==> src/rtl/mem_dump_if.sv <==
// Command, RAM-side and stream signals of the memory dump engine.
// The slave modport is the engine's view of the bus; the master modport is the driver's view.
interface mem_dump_if #(
    parameter int unsigned ADDRESS_WIDTH = 16,
    parameter int unsigned DATA_WIDTH    = 8
);
    logic                     Start_i;
    logic [ADDRESS_WIDTH-1:0] StartAddress_i;
    logic [ADDRESS_WIDTH:0]   Length_i;
    logic                     ReadEnable_o;
    logic [ADDRESS_WIDTH-1:0] Address_o;
    logic [DATA_WIDTH-1:0]    RamData_i;
    logic [DATA_WIDTH-1:0]    Data_o;
    logic                     Valid_o;
    logic                     Ready_i;
    logic                     Busy_o;
    logic                     Done_o;

    modport slave (
        input  Start_i, StartAddress_i, Length_i, RamData_i, Ready_i,
        output ReadEnable_o, Address_o, Data_o, Valid_o, Busy_o, Done_o
    );

    modport master (
        output Start_i, StartAddress_i, Length_i, RamData_i, Ready_i,
        input  ReadEnable_o, Address_o, Data_o, Valid_o, Busy_o, Done_o
    );
endinterface

==> src/rtl/mem_dump.sv <==
// Streams Length words from a registered-read RAM starting at StartAddress,
// one READ/WAIT/OUTPUT round per word, with a one-cycle Done pulse at the end.
module mem_dump #(
    parameter int unsigned ADDRESS_WIDTH = 16,
    parameter int unsigned DATA_WIDTH    = 8
) (
    input  logic      Clock,
    input  logic      Reset,
    mem_dump_if.slave bus
);
    typedef enum logic [2:0] {
        S_IDLE,
        S_READ,
        S_WAIT,
        S_OUTPUT,
        S_DONE
    } state_t;

    state_t                   state;
    state_t                   next_state;
    logic [ADDRESS_WIDTH-1:0] address;
    logic [ADDRESS_WIDTH:0]   remaining;
    logic [DATA_WIDTH-1:0]    data;

    logic load;
    logic capture;
    logic advance;
    logic read_enable;
    logic valid;
    logic busy;
    logic done;

    always_ff @(posedge Clock) begin
        if (!Reset) begin
            state     <= S_IDLE;
            address   <= '0;
            remaining <= '0;
            data      <= '0;
        end else begin
            state <= next_state;
            if (load) begin
                address   <= bus.StartAddress_i;
                remaining <= bus.Length_i;
            end else if (advance) begin
                // Natural overflow gives the modulo-2**ADDRESS_WIDTH wrap.
                address   <= address + ADDRESS_WIDTH'(1);
                remaining <= remaining - (ADDRESS_WIDTH + 1)'(1);
            end
            if (capture) begin
                data <= bus.RamData_i;
            end
        end
    end

    always_comb begin
        next_state  = state;
        load        = 1'b0;
        capture     = 1'b0;
        advance     = 1'b0;
        read_enable = 1'b0;
        valid       = 1'b0;
        busy        = 1'b1;
        done        = 1'b0;
        case (state)
            S_IDLE: begin
                busy = 1'b0;
                if (bus.Start_i) begin
                    if (bus.Length_i == '0) begin
                        next_state = S_DONE;
                    end else begin
                        load       = 1'b1;
                        next_state = S_READ;
                    end
                end
            end
            S_READ: begin
                read_enable = 1'b1;
                next_state  = S_WAIT;
            end
            S_WAIT: begin
                capture    = 1'b1;
                next_state = S_OUTPUT;
            end
            S_OUTPUT: begin
                valid = 1'b1;
                if (bus.Ready_i) begin
                    if (remaining == (ADDRESS_WIDTH + 1)'(1)) begin
                        next_state = S_DONE;
                    end else begin
                        advance    = 1'b1;
                        next_state = S_READ;
                    end
                end
            end
            S_DONE: begin
                done       = 1'b1;
                next_state = S_IDLE;
            end
            default: begin
                busy       = 1'b0;
                next_state = S_IDLE;
            end
        endcase
    end

    assign bus.ReadEnable_o = read_enable;
    assign bus.Address_o    = address;
    assign bus.Data_o       = data;
    assign bus.Valid_o      = valid;
    assign bus.Busy_o       = busy;
    assign bus.Done_o       = done;
endmodule

==> src/flat_wrapper.sv <==
// flat-port wrapper written by rule: the top's interface ports become plain ports
module mem_dump_flat 
#(
    parameter int unsigned ADDRESS_WIDTH = 16,
    parameter int unsigned DATA_WIDTH    = 8
)
  (Clock, Reset, bus_Start_i, bus_StartAddress_i, bus_Length_i, bus_RamData_i, bus_Ready_i, bus_ReadEnable_o, bus_Address_o, bus_Data_o, bus_Valid_o, bus_Busy_o, bus_Done_o);
  mem_dump_if #(.ADDRESS_WIDTH(ADDRESS_WIDTH), .DATA_WIDTH(DATA_WIDTH)) bus_i ();
  input  logic Clock;
  input  logic Reset;
  input wire logic [$bits(bus_i.Start_i)-1:0] bus_Start_i;
  input wire logic [$bits(bus_i.StartAddress_i)-1:0] bus_StartAddress_i;
  input wire logic [$bits(bus_i.Length_i)-1:0] bus_Length_i;
  input wire logic [$bits(bus_i.RamData_i)-1:0] bus_RamData_i;
  input wire logic [$bits(bus_i.Ready_i)-1:0] bus_Ready_i;
  output wire logic [$bits(bus_i.ReadEnable_o)-1:0] bus_ReadEnable_o;
  output wire logic [$bits(bus_i.Address_o)-1:0] bus_Address_o;
  output wire logic [$bits(bus_i.Data_o)-1:0] bus_Data_o;
  output wire logic [$bits(bus_i.Valid_o)-1:0] bus_Valid_o;
  output wire logic [$bits(bus_i.Busy_o)-1:0] bus_Busy_o;
  output wire logic [$bits(bus_i.Done_o)-1:0] bus_Done_o;
  assign bus_i.Start_i = bus_Start_i;
  assign bus_i.StartAddress_i = bus_StartAddress_i;
  assign bus_i.Length_i = bus_Length_i;
  assign bus_i.RamData_i = bus_RamData_i;
  assign bus_i.Ready_i = bus_Ready_i;
  assign bus_ReadEnable_o = bus_i.ReadEnable_o;
  assign bus_Address_o = bus_i.Address_o;
  assign bus_Data_o = bus_i.Data_o;
  assign bus_Valid_o = bus_i.Valid_o;
  assign bus_Busy_o = bus_i.Busy_o;
  assign bus_Done_o = bus_i.Done_o;
  mem_dump #(.ADDRESS_WIDTH(ADDRESS_WIDTH), .DATA_WIDTH(DATA_WIDTH)) u_core (.Clock(Clock), .Reset(Reset), .bus(bus_i));
endmodule
==> config.mk <==
export PLATFORM = sky130hd
export DESIGN_NAME = mem_dump_flat
export DESIGN_NICKNAME = d
export VERILOG_FILES = /design/src/rtl/mem_dump_if.sv /design/src/rtl/mem_dump.sv /design/src/flat_wrapper.sv
export SDC_FILE = /design/constraint.sdc
export NUM_CORES = 1
export LEC_CHECK = 0
export BUFFER_PORTS_ARGS = -buffer_cell sky130_fd_sc_hd__buf_2
export CAP_MARGIN = 20
export CORE_AREA = 2 2 78 80
export CTS_BUF_LIST = sky130_fd_sc_hd__clkbuf_4
export DETAILED_ROUTE_END_ITERATION = 12
export DIE_AREA = 0 0 80 82
export PLACE_DENSITY = 0.67
export SYNTH_ARGS = -nofsm -noshare
export SYNTH_HDL_FRONTEND = slang
export SYNTH_SLANG_ARGS = --single-unit
==> constraint.sdc <==
create_clock -name Clock -period 3.3 [get_ports Clock]
set_input_delay 0.165 -clock Clock [delete_from_list [all_inputs] [get_ports Clock]]
set_output_delay 0.165 -clock Clock [all_outputs]
set_load 0.005 [all_outputs]
Yosys cells after proc, flatten, opt, wreduce, memory -nomap -nowiden
Index checks and enable logic that the tools add are counted.

Register bits: 44. Bits of input ports: 45. Output and inout bits: 28. Word-level logic and storage cells: 38.

Add/sub/neg operators: 2. Eq/ne operators: 7. Multiplexer cells: 20. Reduce and logical (&&, ||, !) cells: 5.

Operators by type and width (count): $mux 17 (2); $mux 16 (2); $eq 17x1->1 const B (1); $logic_not 17->1 (1); $sub 17x1->17 const B (1); $add 16x1->16 const B (1); $mux 3 (4); $pmux 3 s4 (1); $mux 1 (11); $eq 3x2->1 const B (2); $ne 2x2->1 const B (2); $reduce_or 4->1 (1); $eq 3x1->1 const B (1); $eq 3x3->1 const B (1); $logic_not 3->1 (1); $reduce_and 2->1 (1); $reduce_bool 2->1 (1).

Logic depth before layout (Yosys ltp)
Gate-level depths: netlist (run 1).

Word-level depth: 6. Depth in mapped cells: 8. Depth with buffers taken out: 7.

Worst setup path before layout (run 1)
No wires, ideal clock.

Kind: register to register. Start: reg u_core.remaining[2]. End: reg u_core.remaining[15]. Setup time: 0.074 ns. Arrival: 2.019 ns. Required time: 3.226 ns. Slack: 1.207 ns. Cell stages (with the launch flop): 6. Buffers on the path: 0. Period minus slack after synthesis: 2.093 ns. Cell sequence: dfxtp_1 or3_4 or3_4 a2111o_1 or4_1 a31oi_1.

Cells in the longest elaborated chain, start to end: 5. Elaborated cells on any way between the ends: 8. Those cells by class: 1 x add/sub; 1 x eq/ne; 5 x mux; 1 x reduce/logical.

RTL lines: start: declaration (RTL line mem_dump.sv:22) `logic [ADDRESS_WIDTH:0] remaining;`; start signal: assignment (RTL line mem_dump.sv:43) `remaining <= bus.Length_i;`; start signal: assignment (RTL line mem_dump.sv:47) `remaining <= remaining - (ADDRESS_WIDTH + 1)'(1);`; parallel branches: the longest is 5 deep, another holds $sub 17x1->17.

Parallel ways; which one is timed is not known. The select of a mux whose other input is x is not followed. A chain may end at the register's enable or synchronous reset.

Worst setup path after layout (run 1)
Start: reg u_core.remaining[9]. End: reg u_core.remaining[12].

The elaborated chain is that of the path after synthesis.

==> impl_metrics.json, run 1 <==
{
  "grt_pass1_vias": 2211,
  "fin_crit_sh_pct": 69.16,
  "drcViolationCount": 0,
  "via_per_inst": 5.960,
  "rsz0062_at_grt": "false",
  "status": "complete, no violations",
  "dr.pass1.iters": 4,
  "io_buffers": 72,
  "drt.antenna.violating_nets": 0,
  "drive_above_1_share_pct": 29.46,
  "setup_tns_ns": 0,
  "dp_cells": 420,
  "tightest_slew_ns": 0.9750,
  "cts_tree": "built",
  "rows": 28,
  "hpwlAfterDp_um": 4838,
  "syn_area_per_cell_sq_um": 8.667,
  "cts-hold-fix-buffers": 0,
  "wl_per_cell_um": 15.67,
  "mostFrequentLayoutCells": "buf_2, dfxtp_1, nor2_1",
  "startpoint_type": "flip-flop",
  "initial_core_util_pct": 43.14,
  "fillerInstances": 578,
  "synth-seq-area-share_pct": 35.54,
  "ys_ff_latch": 44,
  "hp-class": "input port to flip-flop",
  "crit_required_ns": 3.58,
  "synth_edf_count": 0,
  "endpoint_kind": "flip-flop",
  "drt_iter0_drc": 215,
  "p_per_area_mw_per_mm2": 435.6,
  "power_leakage_uw": 0.001192,
  "clockBufferDepth": 2,
  "wirelength_um": 6708,
  "fp.coreArea_sq_mm": 0.005746,
  "overflow": 0,
  "fin_skew_ns": 0.01764,
  "slew_headroom_pct": 34.61,
  "fp.dieH_um": 82,
  "setup_viol": 0,
  "die_area_sq_mm": 0.006560,
  "peakVddDrop_v": 0.0002035,
  "cp.arrival_ns": 2.56,
  "gp_congestion": 0.8436,
  "drv_slew": 0,
  "synth_top_flop_cell": "dfxtp_1",
  "layout_commonest_cell": "buf_2",
  "yosysUniqueCellTypes": 55,
  "min_period_ns": 2.282,
  "track_usage_pct": 20.86,
  "final_cell_count_no_fill": 428,
  "syn_inst": 286,
  "synth_area_sq_mm": 0.002479,
  "antenna_found_initial": 0,
  "cp_max_fo": 24,
  "die_x_um": 80,
  "clock-root-buffer": "clkbuf_4",
  "async_flop_share_pct": 0,
  "vias": 2551,
  "hold_violations": 0,
  "cts_buffers": 5,
  "fin_nets": 400,
  "cts_sinks": 44,
  "grt_pass1_wl_um": 10810,
  "cts_setup_buffers": 0,
  "fmax_mhz": 438.2,
  "yosysWarnings": 0,
  "io_pins": 73,
  "grt_max_degree": 40,
  "htree_levels": 2,
  "cts_resized": 0,
  "syn_nets": 334,
  "drv_cap": 0,
  "syn_to_final_growth_pct": 21.25,
  "diodes": 0,
  "clk_pin_slew_ns": 0.14,
  "crit_type": "flip-flop to flip-flop",
  "clk_latency_ns": 0.38
}
==> power by group <==
| part | internal (uW) | total [uW] | switching (uW) |
|---|---|---|---|
| combinational | 143 | 322 | 179 |
| sequential | 577 | 628 | 50.7 |
| clock | 162 | 359 | 197 |
==> cell type report <==
class	instances	area (sq um)	area share [%]
multi-input cells	215	1508	50.17
flip-flops and latches	44	880.8	29.31
repair buffers	79	412.9	13.74
well taps	75	93.84	3.122
clock inverters	3	46.29	1.540
clock buffers	5	37.54	1.249
inverters	7	26.28	0.8743
==> final timing paths <==
path,from,endpoint,slack (ns),cells after the start
setup / recovery,u_core.remaining[9]$_SDFFE_PN0P_,u_core.remaining[12]$_SDFFE_PN0P_,1.02,6
setup reg to reg,u_core.remaining[9]$_SDFFE_PN0P_,u_core.remaining[12]$_SDFFE_PN0P_,1.02,6
hold reg to reg,u_core.bus.Address_o[15]$_SDFFE_PN0P_,u_core.bus.Address_o[15]$_SDFFE_PN0P_,0.48,2
hold / removal,bus_RamData_i[2],u_core.bus.Data_o[2]$_SDFFE_PN0P_,0.03,3
==> stage by stage <==
step	power (uW)	util [%]	worst slack [ns]	hold WS (ns)	area, sq um
4_1_cts	1316	52.31	0.9910	0.01477	3005
5_1_grt	1386	52.31	0.8208	0.02033	3005
6_report	1309	52.31	1.018	0.02764	3005
2_1_floorplan	839.9	-	1.207	0.3125	2479
3_5_place_dp	958.5	50.85	1.010	0.4102	2922
3_3_place_gp	953.5	50.85	1.088	0.4011	2922
==> cell families (layout without fill, tap and decap cells) <==
logic type	Yosys count	in the layout	share of synthesized area [%]
muxes	14	14	5.856
DFF	44	44	35.54
AOI/OAI and AO/OA	91	91	26.45
and+or+nand+nor	103	103	25.04
adders and majority gates	3	3	1.515
xor gates and xnor gates	4	4	1.413
buffers and inverters	27	94	4.190
==> Yosys cell counts, drive strengths merged, types with 2 or more instances <==
master	instances	share of area (%)
mux2	4	1.8
inv	7	1.1
nor3	12	2.4
o21ai	17	3.6
or3	9	2.7
and3	7	1.8
dfxtp	44	36
ha	3	1.5
nand3b	4	1.2
a21bo	2	0.81
a311oi	7	2.5
a2111oi	2	0.71
a31oi	8	2.0
nand4b	2	0.71
xnor2	4	1.4
a211oi	14	4.2
nor2	19	2.9
buf	3	0.56
nand2b	2	0.50
and4	5	1.8
nand3	7	1.4
nand4	2	0.50
or4	4	1.2
and2	2	0.50
mux2i	10	4.0
a211o	2	0.71
a22oi	2	0.61
a21oi	16	3.4
clkbuf	17	2.6
nor3b	3	0.91
nand2	12	1.8
o221a	2	0.91
o311ai	3	1.1
o211ai	2	0.61
a32oi	2	0.71
o211a	3	1.2
nor4	10	3.4
==> metal layers <==
layer  GRT usage, %  routed length (um)  vias up  share of wire, %
met4          5.593                  56        0              0.83
li1               -                   -     1259                 -
met5              0                   0        -                 0
met3          3.736                 547        5               8.2
met2          30.67                2955       99                44
met1          31.16                3148     1188                47
==> state kept, by name (all words and copies together), names as in the netlist <==
register / flops
u_core.remaining: 17
u_core.state: 3
u_core.bus.Data_o: 8
u_core.bus.Address_o: 16
==> worst max-delay path: stages (launching register included) <==
cell,delay (ns)
dfxtp_1,0.38
or3_1,0.54
nor4_4,0.41
a21oi_2,0.09
buf_4,0.23
mux2_2,0.29
a311oi_1,0.25
(Power assumes the default switching activity.)
==> run 2: changes to the inputs <==
--- a/config.mk
+++ b/config.mk
@@ -11,7 +11,7 @@
 export CTS_BUF_LIST = sky130_fd_sc_hd__clkbuf_4
 export DETAILED_ROUTE_END_ITERATION = 12
 export DIE_AREA = 0 0 80 82
-export PLACE_DENSITY = 0.67
+export PLACE_DENSITY = 0.7
 export SYNTH_ARGS = -nofsm -noshare
 export SYNTH_HDL_FRONTEND = slang
 export SYNTH_SLANG_ARGS = --single-unit
==> constraint.sdc (replaced) <==
create_clock -name Clock -period 1.95 [get_ports Clock]
set_input_delay 0.0975 -clock Clock [delete_from_list [all_inputs] [get_ports Clock]]
set_output_delay 0.0975 -clock Clock [all_outputs]
set_load 0.005 [all_outputs]
==> impl_metrics.json, run 2 (synthesized netlist as in run 1, its figures left out) <==
{
  "status": "complete, but fails checks",
  "violations": "setup timing",
  "htree_levels": 2,
  "endpoint_kind": "flip-flop",
  "worst_slack_ns": -0.1738,
  "fmax_mhz": 470.9,
  "regMostFlops": "u_core.remaining",
  "layout_commonest_cell": "buf_2",
  "fp.dieH_um": 82,
  "grt_pass1_wl_um": 12970,
  "overflow": 0,
  "grt.met2_usage_pct": 42.67,
  "crit_required_ns": 2.21,
  "hpwlAfterDp_um": 5436,
  "via_per_inst": 5.886,
  "wl_per_cell_um": 17.58,
  "dp_cells": 470,
  "die_x_um": 80,
  "min_period_ns": 2.124,
  "fin_crit_sh_pct": 108.9,
  "final_cell_count_no_fill": 499,
  "drt.antenna.violating_nets": 0,
  "grt_max_degree": 27,
  "antenna_found_initial": 0,
  "top_usage_layer": "met2",
  "cts_sinks": 44,
  "cp_max_fo": 8,
  "drv_slew": 0,
  "cp.arrival_ns": 2.39,
  "syn_to_final_growth_pct": 58.15,
  "fin_nets": 471,
  "grt_util_met1_pct": 32.03,
  "wirelength_um": 8774,
  "setup_viol": 32,
  "fp.coreArea_sq_mm": 0.005746,
  "grt_pass1_vias": 2745,
  "slew_headroom_pct": 66.99,
  "drcViolationCount": 0,
  "drive_above_1_share_pct": 49.76,
  "drt_iter0_drc": 220,
  "design_area_sq_mm": 0.003920,
  "fin_skew_ns": 0.004820,
  "diodes": 0,
  "vias": 2937,
  "rows": 28,
  "crit_type": "flip-flop to flip-flop",
  "mostFrequentLayoutCells": "buf_2, buf_4, dfxtp_1",
  "io_buffers": 72,
  "post_dp_cell_area_sq_mm": 0.003358,
  "clk_pin_slew_ns": 0.14,
  "startpoint_type": "flip-flop",
  "use_met3_pct": 3.956,
  "tightest_slew_ns": 0.4942,
  "rsz0062_at_grt": "true",
  "power_leakage_uw": 0.001588,
  "peakVddDrop_v": 0.0004361,
  "dr.pass1.iters": 5,
  "clockBufferDepth": 2,
  "p_per_area_mw_per_mm2": 621.2,
  "clock-root-buffer": "clkbuf_4",
  "io_pins": 73,
  "initial_core_util_pct": 43.14,
  "hp-class": "input port to flip-flop",
  "hold_violations": 0,
  "gp_congestion": 0.8358,
  "clk_latency_ns": 0.35,
  "cts_buffers": 5,
  "track_usage_pct": 24.80,
  "cts_tree": "built",
  "largest_reg_flops": 17,
  "drv_cap": 0,
  "setup_tns_ns": -2.463,
  "die_area_sq_mm": 0.006560
}
## run 2: changes by cell type in the layout (fill, tap and decap cells not counted), moves of 5 or more
cell           previous run  this run
a211oi_1                 14         3
a211oi_2                  0        10
a21oi_1                  15        10
buf_4                     7        57
buf_6                     0         7
dlygate4sd3_1             0         9
## run 2: final timing paths
kind / startpoint / endpoint / slack, ns / depth (start not counted)
min: bus_StartAddress_i[5] / u_core.bus.Address_o[5]$_SDFFE_PN0P_ / 0.02 / 3
max: u_core.remaining[2]$_SDFFE_PN0P_ / u_core.remaining[8]$_SDFFE_PN0P_ / -0.17 / 6
min reg2reg: u_core.bus.Address_o[15]$_SDFFE_PN0P_ / u_core.bus.Address_o[15]$_SDFFE_PN0P_ / 0.50 / 2
max reg2reg: u_core.remaining[2]$_SDFFE_PN0P_ / u_core.remaining[8]$_SDFFE_PN0P_ / -0.17 / 6
## run 2: layout make-up
cell class              count  area (sq um)
clock inverters             3         18.77
clock buffers               5         37.54
flip-flops and latches     44         884.6
well taps                  75         93.84
fillers                   453          1826
multi-input cells         217          1842
inverters                   7         26.28
repair buffers            148          1017
## run 2: stage by stage
step	hold slack, ns	total power, uW	util (%)	setup WS [ns]
after global placement	0.3316	1767	58.45	-0.1632
after floorplan	0.2450	1439	-	-0.1056
after CTS	0.008844	2323	64.66	-0.1721
after global routing	0.007402	2547	68.23	-0.2001
after detailed placement	0.3521	1784	58.45	-0.2510
final	0.01565	2435	68.23	-0.1738
## run 2: repair_timing
item / in CTS / in global routing
gates resized for setup: 33 / 33
gates cloned: 1 / 1
setup buffers: 6 / 6
endpoints found under the setup margin: 32 / 33
hold endpoints to repair: 9 / 0
pin swaps: 25 / 21
hold buffers: 9 / 0
## run 2: where the power goes
| part | switching [uW] | internal (uW) | leakage [uW] |
|---|---|---|---|
| registers | 62.3 | 978 | 0.000363 |
| clock network | 317 | 136 | 0.0000249 |
| logic | 484 | 457 | 0.00120 |
| total | 864 | 1570 | 0.00159 |
## run 2: metal layers
metal | up-vias | wire length [um]
met1 | 1410 | 3715
met2 | 118 | 4479
met4 | 0 | 121
li1 | 1395 | -
met3 | 14 | 458
met5 | - | 0
## run 2: critical path: stages (launching register included)
cell and delay, ns:
dfxtp_2 0.34, or3_4 0.39, buf_6 0.14, nor4_4 0.39
a21oi_4 0.21, mux2_4 0.35, o221a_4 0.21
==> run 3: changes to the inputs <==
--- a/config.mk
+++ b/config.mk
@@ -6,11 +6,11 @@
 export NUM_CORES = 1
 export LEC_CHECK = 0
 export BUFFER_PORTS_ARGS = -buffer_cell sky130_fd_sc_hd__buf_2
-export CAP_MARGIN = 20
-export CORE_AREA = 2 2 78 80
+export CAP_MARGIN = 10
+export CORE_AREA = 2 2 86 72
 export CTS_BUF_LIST = sky130_fd_sc_hd__clkbuf_4
 export DETAILED_ROUTE_END_ITERATION = 12
-export DIE_AREA = 0 0 80 82
+export DIE_AREA = 0 0 88 74
 export PLACE_DENSITY = 0.7
 export SYNTH_ARGS = -nofsm -noshare
 export SYNTH_HDL_FRONTEND = slang
==> impl_metrics.json, run 3 (synthesized netlist as in run 1, its figures left out) <==
{
  "p_per_area_mw_per_mm2": 630.8,
  "dr.pass1.iters": 4,
  "endpoint_kind": "flip-flop",
  "hold_violations": 0,
  "track_usage_pct": 25.06,
  "wirelength_um": 8533,
  "grt_util_met1_pct": 33.04,
  "drt.antenna.violating_nets": 0,
  "design_area_sq_mm": 0.003860,
  "tightest_slew_ns": 0.7887,
  "fp.coreArea_sq_mm": 0.005662,
  "cp.arrival_ns": 2.34,
  "fin_skew_ns": 0.01679,
  "top_usage_layer": "met2",
  "vias": 2892,
  "diodes": 0,
  "grt_max_degree": 32,
  "mostFrequentLayoutCells": "buf_2, buf_4, dfxtp_1",
  "via_per_inst": 5.750,
  "fin_nets": 469,
  "grt_pass1_vias": 2776,
  "largest_reg_flops": 17,
  "cts_buffers": 5,
  "cts_tree": "built",
  "cp_cell_sequence": "or3_4 > buf_6 > nor4_4 > buf_4 > a21oi_4 > mux2_2 > o221a_2",
  "min_period_ns": 2.088,
  "fp.dieH_um": 74,
  "hold_slack_ns": 0.01774,
  "io_pins": 73,
  "antenna_found_initial": 0,
  "slowest_stage": "or3_4",
  "clockBufferDepth": 2,
  "wl_per_cell_um": 16.96,
  "cp_max_fo": 6,
  "peakVddDrop_v": 0.0003472,
  "syn_to_final_growth_pct": 55.73,
  "drv_slew": 0,
  "fin_crit_sh_pct": 107.1,
  "post_dp_cell_area_sq_mm": 0.003318,
  "worst_slack_ns": -0.1382,
  "setup_viol": 26,
  "die_x_um": 88,
  "hp-start": "bus_StartAddress_i[5]",
  "violations": "setup timing",
  "htree_levels": 2,
  "ff2ff_setup_slack_ns": -0.14,
  "power.total_uw": 2435,
  "fmax_mhz": 478.9,
  "grt_pass1_wl_um": 12750,
  "drt_iter0_drc": 168,
  "crit_required_ns": 2.20,
  "slew_headroom_pct": 47.33,
  "slowest_delay_ns": 0.40,
  "post-place-ws_ns": -0.2124,
  "power_leakage_uw": 0.001585,
  "drv_cap": 0,
  "overflow": 0,
  "cts_sinks": 44,
  "crit_type": "flip-flop to flip-flop",
  "use_met3_pct": 4.218,
  "drive_above_1_share_pct": 49.53,
  "gp_congestion": 0.8716,
  "hpwlAfterDp_um": 5760,
  "r2r_cells": 7,
  "clock-root-buffer": "clkbuf_4",
  "hold_path_depth": 3,
  "die_area_sq_mm": 0.006512,
  "min_to": "u_core.bus.Address_o[5]$_SDFFE_PN0P_",
  "rsz0062_at_grt": "true",
  "regMostFlops": "u_core.remaining",
  "clk_latency_ns": 0.36,
  "clk_pin_slew_ns": 0.13,
  "initial_core_util_pct": 43.78,
  "drcViolationCount": 0,
  "rows": 25,
  "post-route-util_pct": 68.18,
  "layout_commonest_cell": "buf_2",
  "io_buffers": 72,
  "grt.met2_usage_pct": 42.09,
  "startpoint_type": "flip-flop",
  "status": "complete, but fails checks",
  "hp-class": "input port to flip-flop",
  "r2r_start": "u_core.remaining[2]$_SDFFE_PN0P_",
  "reg2reg_to": "u_core.remaining[3]$_SDFFE_PN0P_"
}
==> run 3: changes by cell type in the layout (fill, tap and decap cells not counted), moves of 2 or more <==
cell	before	now
a211oi_1	3	8
a211oi_2	10	6
buf_4	57	60
buf_6	7	4
nor3_2	4	1
a211oi_4	2	0
buf_12	3	1
nor3_1	8	10
==> run 3: cell type report <==
type | instances | area, sq um
Inverter | 7 | 26.28
Clock buffer | 6 | 45.04
Clock inverter | 2 | 11.26
Fill cell | 453 | 1802
Timing Repair Buffer | 146 | 960.9
Sequential cell | 44 | 885.9
Multi-Input combinational cell | 217 | 1829
Tap cell | 81 | 101.3
==> run 3: how the worst max path moves through the flow <==
stage                                                  from                           endpoint  slack [ns]  depth (start not counted)
after detailed placement  u_core.remaining[15]$_SDFFE_PN0P_   u_core.remaining[6]$_SDFFE_PN0P_       -0.21                          6
after CTS                  u_core.remaining[2]$_SDFFE_PN0P_   u_core.remaining[3]$_SDFFE_PN0P_       -0.11                          7
after floorplan            u_core.remaining[4]$_SDFFE_PN0P_  u_core.remaining[15]$_SDFFE_PN0P_       -0.11                          5
after global routing       u_core.remaining[2]$_SDFFE_PN0P_   u_core.remaining[3]$_SDFFE_PN0P_       -0.20                          7
after global placement    u_core.remaining[15]$_SDFFE_PN0P_   u_core.remaining[6]$_SDFFE_PN0P_       -0.17                          6
final                      u_core.remaining[2]$_SDFFE_PN0P_   u_core.remaining[3]$_SDFFE_PN0P_       -0.14                          7
==> run 3: power by group <==
group          total, uW  internal, uW  switching [uW]
combinational        939           457             481
sequential          1040           978            63.9
clock                454           152             302
total               2430          1590             848
==> run 3: what timing repair did <==
item                                   4_1_cts  5_1_grt
resized for setup                           16       45
setup endpoints to repair                   30       35
hold buffers                                 8        0
buffers inserted                             4        9
pin swaps                                   10       20
endpoints found under the hold margin        8        0
gates cloned                                 3        0
==> run 3: stage by stage <==
stage / setup TNS [ns] / cells
floorplan: -0.1845 / 286
global placement: -2.681 / 473
detailed placement: -3.484 / 473
CTS: -1.125 / 496
global route: -3.971 / 503
finish: -2.185 / 503
==> run 3: routing by layer <==
metal | share of wire, % | up-vias
met4 | 2.4 | 0
met2 | 48 | 91
met3 | 6.0 | 21
met1 | 43 | 1385
met5 | 0 | -
li1 | - | 1395
==> run 3: critical path, delay by kind of cell (launching register included) <==
kind	cells	cell delay [ns]
buffers and inverters	2	0.33
AO/OA/AOI/OAI	2	0.35
AND/OR/NAND/NOR	2	0.69
multiplexers	1	0.29
flip-flops	1	0.34
